**config.mk**
```make
export PLATFORM = sky130hd
export DESIGN_NAME = spi_prot_trig
export DESIGN_NICKNAME = d
export VERILOG_FILES = /design/src/rtl/spi_prot_trig.sv
export SDC_FILE = /design/constraint.sdc
export NUM_CORES = 1
export LEC_CHECK = 0
export CAP_MARGIN = 20
export CORE_ASPECT_RATIO = 1.25
export CORE_UTILIZATION = 48
export DETAILED_ROUTE_END_ITERATION = 8
export GPL_ROUTABILITY_DRIVEN = 0
export GPL_TIMING_DRIVEN = 0
export PLACE_DENSITY = 0.78
export SLEW_MARGIN = 20
export SYNTH_ARGS = -nofsm -noshare
export SYNTH_HDL_FRONTEND = slang
export SYNTH_SLANG_ARGS = --single-unit
```
**constraint.sdc**
```tcl
create_clock -name clk -period 2.8 [get_ports clk]
set_clock_uncertainty 0.15 [all_clocks]
set_input_delay 0.28 -clock clk [delete_from_list [all_inputs] [get_ports clk]]
set_output_delay 0.28 -clock clk [all_outputs]
set_load 0.005 [all_outputs]
```
**src/rtl/spi_prot_trig.sv**
```systemverilog
// spi_prot_trig: SPI frame deserialiser with a masked-pattern trigger.
// Define SPI_TRIG_CNT_EN to build the saturating trig_cnt counter.
module spi_prot_trig #(
    parameter int MAX_WIDTH   = 16,
    parameter int SYNC_STAGES = 2
) (
    input  logic                           clk,
    input  logic                           rst,
    input  logic                           SS_n,
    input  logic                           SCLK,
    input  logic                           MOSI,
    input  logic                           en,
    input  logic                           edge_sel,
    input  logic [$clog2(MAX_WIDTH+1)-1:0] frame_len,
    input  logic [MAX_WIDTH-1:0]           match,
    input  logic [MAX_WIDTH-1:0]           mask,
    output logic                           trig,
    output logic                           frame_done,
    output logic [MAX_WIDTH-1:0]           rx_data,
    output logic                           busy,
    output logic [15:0]                    trig_cnt
);
    localparam int LW = $clog2(MAX_WIDTH + 1);
    localparam int CW = $clog2(MAX_WIDTH + 2);
    localparam logic [CW-1:0] CNT_MAX = CW'(MAX_WIDTH + 1);

    typedef enum logic {IDLE, SHIFT} state_t;
    state_t state, state_n;

    logic [SYNC_STAGES-1:0] ss_sync, sck_sync, mosi_sync;
    logic                   ss_hist, sck_hist;
    logic                   ss_s, sck_s, mosi_s;
    logic                   ss_fall, ss_rise, sck_rise, sck_fall;

    logic                 edge_q;
    logic [LW-1:0]        len_q;
    logic [MAX_WIDTH-1:0] match_q, mask_q;
    logic [MAX_WIDTH-1:0] shift, sh_n, lmask;
    logic [CW-1:0]        cnt, cnt_n;
    logic                 ovr, ovr_n;
    logic                 start, step, fin, len_ok, hit;

    function automatic logic [MAX_WIDTH-1:0] len_mask(input logic [LW-1:0] n);
        logic [MAX_WIDTH-1:0] m;
        m = '0;
        for (int i = 0; i < MAX_WIDTH; i++)
            if (32'(i) < 32'(n)) m[i] = 1'b1;
        return m;
    endfunction

    // Sync chains reset low so a frame already under way is never re-entered.
    always_ff @(posedge clk) begin
        if (rst) begin
            ss_sync   <= '0;
            sck_sync  <= '0;
            mosi_sync <= '0;
            ss_hist   <= 1'b0;
            sck_hist  <= 1'b0;
        end else begin
            ss_sync   <= {ss_sync[SYNC_STAGES-2:0], SS_n};
            sck_sync  <= {sck_sync[SYNC_STAGES-2:0], SCLK};
            mosi_sync <= {mosi_sync[SYNC_STAGES-2:0], MOSI};
            ss_hist   <= ss_s;
            sck_hist  <= sck_s;
        end
    end

    assign ss_s     = ss_sync[SYNC_STAGES-1];
    assign sck_s    = sck_sync[SYNC_STAGES-1];
    assign mosi_s   = mosi_sync[SYNC_STAGES-1];
    assign ss_fall  = ss_hist & ~ss_s;
    assign ss_rise  = ~ss_hist & ss_s;
    assign sck_rise = ~sck_hist & sck_s;
    assign sck_fall = sck_hist & ~sck_s;

    always_ff @(posedge clk) begin
        if (rst) state <= IDLE;
        else     state <= state_n;
    end

    always_comb begin
        state_n = state;
        start   = 1'b0;
        step    = 1'b0;
        fin     = 1'b0;
        unique case (state)
            IDLE: begin
                if (en && ss_fall) begin
                    start   = 1'b1;
                    state_n = SHIFT;
                end
            end
            SHIFT: begin
                if (!en) begin
                    state_n = IDLE;
                end else begin
                    step = edge_q ? sck_rise : sck_fall;
                    if (ss_rise) begin
                        fin     = 1'b1;
                        state_n = IDLE;
                    end
                end
            end
            default: state_n = IDLE;
        endcase
    end

    // Next shift/count values feed the compare so a final edge
    // coinciding with SS_n rise is included.
    always_comb begin
        sh_n  = shift;
        cnt_n = cnt;
        ovr_n = ovr;
        if (step) begin
            sh_n = {shift[MAX_WIDTH-2:0], mosi_s};
            if (cnt != CNT_MAX) cnt_n = cnt + CW'(1);
            if (32'(cnt) + 32'd1 > 32'(len_q)) ovr_n = 1'b1;
        end
    end

    assign lmask  = len_mask(len_q);
    assign len_ok = (len_q != '0) && (32'(len_q) <= 32'(MAX_WIDTH));
    assign hit    = len_ok && !ovr_n
                 && (32'(cnt_n) == 32'(len_q))
                 && (((sh_n ^ match_q) & mask_q & lmask) == '0);

    always_ff @(posedge clk) begin
        if (rst) begin
            edge_q     <= 1'b0;
            len_q      <= '0;
            match_q    <= '0;
            mask_q     <= '0;
            shift      <= '0;
            cnt        <= '0;
            ovr        <= 1'b0;
            rx_data    <= '0;
            trig       <= 1'b0;
            frame_done <= 1'b0;
        end else begin
            trig       <= 1'b0;
            frame_done <= 1'b0;
            if (start) begin
                edge_q  <= edge_sel;
                len_q   <= frame_len;
                match_q <= match;
                mask_q  <= mask;
                shift   <= '0;
                cnt     <= '0;
                ovr     <= 1'b0;
            end else begin
                shift <= sh_n;
                cnt   <= cnt_n;
                ovr   <= ovr_n;
            end
            if (fin) begin
                frame_done <= 1'b1;
                trig       <= hit;
                rx_data    <= sh_n & lmask;
            end
        end
    end

    assign busy = (state == SHIFT);

`ifdef SPI_TRIG_CNT_EN
    always_ff @(posedge clk) begin
        if (rst)
            trig_cnt <= '0;
        else if (trig && trig_cnt != 16'hFFFF)
            trig_cnt <= trig_cnt + 16'd1;
    end
`else
    assign trig_cnt = 16'h0000;
`endif

endmodule
```
# Yosys cells after proc, flatten, opt, wreduce, memory -nomap -nowiden
# Cells that the tools add are included.
# totals
ff_bits	87
latchBits	0
ramBits	0
mem_bits_ro	0
inputBits	44
out_inout_bits	35
word_cells	95
n_memories	0
# op_classes
addsub	2
multipliers	0
div_mod_pow	0
magnitude_cmp	18
n_eq_ne	2
n_shift	0
muxes	33
n_bitwise	14
reduce_logical	10
# op_table
op	n
AND 16 bit	3
less-than comparator 4 x 5 -> 1 bit (first input constant)	8
2-to-1 mux 1 bit	29
less-than comparator 3 x 5 -> 1 bit (first input constant)	4
logical NOT 16 bit	1
2-to-1 mux 16 bit	1
bitwise XOR 16 bit	1
less-than comparator 1 x 5 -> 1 bit (first input constant)	2
less-than comparator 2 x 5 -> 1 bit (first input constant)	2
2-to-1 mux 5 bit	2
adder 5 x 1 -> 6 bit (second input constant)	1
> comparator 6 x 5 -> 1 bit	1
inverter 1 bit	6
adder 5 x 1 -> 5 bit (second input constant)	1
== test 5 bit	1
less-or-equal comparator 5 bit (second input constant)	1
logical AND 1 bit	5
inequality test 5 bit (second input constant)	1
nonzero test 5 bit	1
AND 1 bit	4
OR reduction 2 bit	2
one-hot mux 1 bit (2 select lines)	1
logical NOT 1 bit	1

# Depth between registers and ports, before layout
# depth
depth_word	11
depth_mapped	12
depth_no_buf	12

# Least setup slack after synthesis
# Ideal clock, no wire load.
# synth_path
kind	reg-to-reg
startpoint	reg cnt[1]
endpoint	reg trig
arrival_ps	2337
required_ps	2562
path_slack_ps	225
stages_incl_launch_ff	13
path_cell_list	dfxtp_1 > ha_1 > nand3_1 > xor2_1 > inv_1 > ha_1 > nand3_1 > nor2_1 > a211oi_1 > nor3_1 > a311oi_1 > o311ai_0 > nor4_2
# synth_between
elab_chain_cells	8
word_cells_on_any_way	13
classes_between	add/sub (2); order compare (1); eq/ne (2); mux (4); reduce/logical (4)
# synth_rtl
item	line	source
start: declaration	39	logic [CW-1:0] cnt, cnt_n;
start signal: assignment	152	cnt <= cnt_n;
adder 5 x 1 -> 6 bit	117	if (32'(cnt) + 32'd1 > 32'(len_q)) ovr_n = 1'b1;
> comparator 6 x 5 -> 1 bit	117	
2-to-1 mux 1 bit	117	
2-to-1 mux 1 bit	114	if (step) begin
logical NOT 1 bit	123	assign hit = len_ok && !ovr_n
logical AND 1 bit	123	
logical AND 1 bit *	124	&& (32'(cnt_n) == 32'(len_q))
logical AND 1 bit *	125	&& (((sh_n ^ match_q) & mask_q & lmask) == '0);
end signal: assignment	157	trig <= hit;
end: declaration	17	output logic trig,
# Mark *: on every way between the ends. The rest lies on a longest branch, timed or not.
# A chain may end at the register's enable or synchronous reset.

# Worst setup path in the final report
# Ends and elaborated chain as after synthesis.

==> out/qor.yml <==
drt:
  drt_iter0_drc: 304
  postRouteAntennaNets: 0
  viasPerCell: 5.59
  drt-total-wl_um: 12100
  drtPass1Iterations: 5
  vias: 4285
  wire_per_inst_um: 15.8
  drc: 0
critical_path:
  critPathMaxStageDelay_ns: 0.39
  critPathTopFamily: "compound AO/OA/AOI/OAI gates"
  worstPathArrival_ns: 2.81
  path_class: "reg -> reg"
  cp_max_fo: 6
  crit_required_ns: 2.93
  cp_slowest_cell: "dfxtp_4"
  cp_num_buf_inv: 1
  cp_cell_sequence: "ha_4, nand3_4, xor2_4, inv_1, ha_1, nand3_1, nor2_1, a211oi_2, nor3_1, a311oi_2, o311ai_2, nor4_2"
  endpoint_kind: "register"
  critPathLaunchType: "register"
timing:
  worst_slew_pin_slew_ns: 0.775
  fin_crit_ns: 2.68
  period_share_pct: 95.8
  fmax_mhz: 373
  slew_violations: 0
  whs_ns: 0.104
  max_slew_margin_pct: 47.8
  setup_viol: 0
  hold_violations: 0
cells_and_area:
  drive_gt1_share_pct: 13.4
  fillers: 788
  fin_nets: 694
  multiInputGateArea_mm2: 0.00253
  diodes: 0
  register_area_mm2: 0.00175
  area_growth_pct: 27.5
die:
  core_area_mm2: 0.00880
  ios: 79
  dieArea_mm2: 0.00959
  num_rows: 38
  initial_core_util_pct: 50.2
  die_x_um: 87.8
  die_h_um: 109
flow_run:
  drv_cap: 0
clocking:
  root_buffer: "clkbuf_8"
  clock_sinks: 87
  path_clk_slew_ns: 0.08
  clock_path_buffers: 2
  cts_made_buffers: 9
  cts.htree.levels: 3
  cts_tree: "done"
  worstSkewPairLatency_ns: 0.37
global_route:
  overflow: 0
  grt_pass1_vias: 4096
  track_usage_pct: 26.9
  grt_pass1_wl_um: 19300
  grt_antenna_before_repair: 0
  grt_max_degree: 14
power_and_ir_drop:
  ir_drop_mv: 0.297
  power_mw: 2.31
  power.static_leakage_nw: 1.95
  p_per_area_mw_per_mm2: 410
place:
  hpwl_um: 9080
  port_buffers: 61
synth:
  ys_async_sr_fraction_pct: 0
  synth_top_area_share_pct: 39.4
  synth.area.top_cells: "dfxtp_1, nand2_1, a21oi_1"
  syn_avg_cell_area_um2: 7.94
  synthMostInstantiatedCell: "nand2_1"
  yosys_warnings: 0
  netlist_area_mm2: 0.00442
  synth-edff-count: 0
  ys_seq_area_share_pct: 39.4
  syn_inst: 556
  synth_cell_types: 62
  ys_ff_latch: 87
  synth_flop_cell: "dfxtp_1"
  yosysTopAreaCell: "dfxtp_1"
  synth_common_cells: "nand2_1, dfxtp_1, a21oi_1, nor2_1, clkbuf_1"
run_status:
  status: "completed"
worst_hold_path:
  min_path_type: "in -> reg"
-- cell usage in the layout (no fill, tap or decap), types with 12 or more instances in the layout --
cell,count
o21ai_0,15
conb_1,16
inv_1,15
nor2b_1,15
nand2_1,96
xnor2_1,14
clkdlybuf4s50_1,61
nor2_1,42
a21oi_1,69
buf_4,22
nor3_1,12
o22ai_1,22
dfxtp_1,81
clkbuf_1,22
-- final timing paths --
path | startpoint | end | slack, ns | cells past startpoint
hold reg to reg | sck_sync[0] | sck_sync[1] | 0.29 | 1
hold / removal | en | busy | 0.10 | 2
setup / recovery | cnt[1] | trig | 0.12 | 12
setup reg to reg | cnt[1] | trig | 0.12 | 12
-- per-stage QoR --
| step | instances | cell area (µm²) | worst slack, ns | TNS (ns) | util [%] |
|---|---|---|---|---|---|
| final | 767 | 5630 | 0.118 | 0 | 64.0 |
| after global routing | 767 | 5630 | -0.0121 | -0.0121 | 64.0 |
| after CTS | 764 | 5520 | 0.00283 | 0 | 62.8 |
| after detailed placement | 752 | 5230 | -0.379 | -0.379 | 59.5 |
| after global placement | 752 | 5230 | -0.258 | -0.258 | 59.5 |
| after floorplan | 571 | 4470 | 0.225 | 0 | - |
-- flip-flops by register name (all words and copies together), names as in the netlist --
register,cells
busy,1
cnt,5
edge_q,1
frame_done,1
len_q,5
mask_q,16
match_q,16
mosi_sync,2
ovr,1
rx_data,16
sck_hist,1
sck_sync,2
shift,16
ss_hist,1
ss_sync,2
trig,1
-- per-layer routing --
layer  GRT usage [%]  routed length [µm]
met3            4.84                 870
met2            46.5                6050
met4            16.9                 379
met5               0                   0
met1            30.1                4840
-- area by class of cell --
cell class / count / area share [%]
Clock inverter: 3 / 0.778
Sequential cell: 87 / 31.1
Multi-Input combinational cell: 412 / 44.9
Inverter: 16 / 1.07
Buffer: 52 / 5.47
Timing Repair Buffer: 65 / 11.4
Clock buffer: 12 / 2.58
Tap cell: 120 / 2.67
-- cell families after synthesis --
family                     Yosys count  share of synthesized area, %
and+or+nand+nor                    206                          22.3
AOI/OAI and AO/OA                  156                          22.8
DFF                                 87                          39.4
buffers and inverters               72                          8.05
xor gates and xnor gates            26                          5.16
adders and majority gates            7                          1.98
other                                1                        0.0849
muxes                                1                         0.227
-- power breakdown --
| group | internal, mW | leakage [nW] | switching (mW) |
|---|---|---|---|
| sequential | 1.25 | 0.706 | 0.00728 |
| clock | 0.433 | 0.0964 | 0.443 |
| combinational | 0.0967 | 1.15 | 0.0825 |
-- repair_timing --
item                       in CTS  in global routing
hold buffers                    0                  0
gates resized for setup        28                 21
setup endpoints to repair       2                  1
gates cloned                    0                  0
setup buffers                   1                  3
pin swaps                       4                  7
Note: power is estimated with default switching activity, not from simulation.
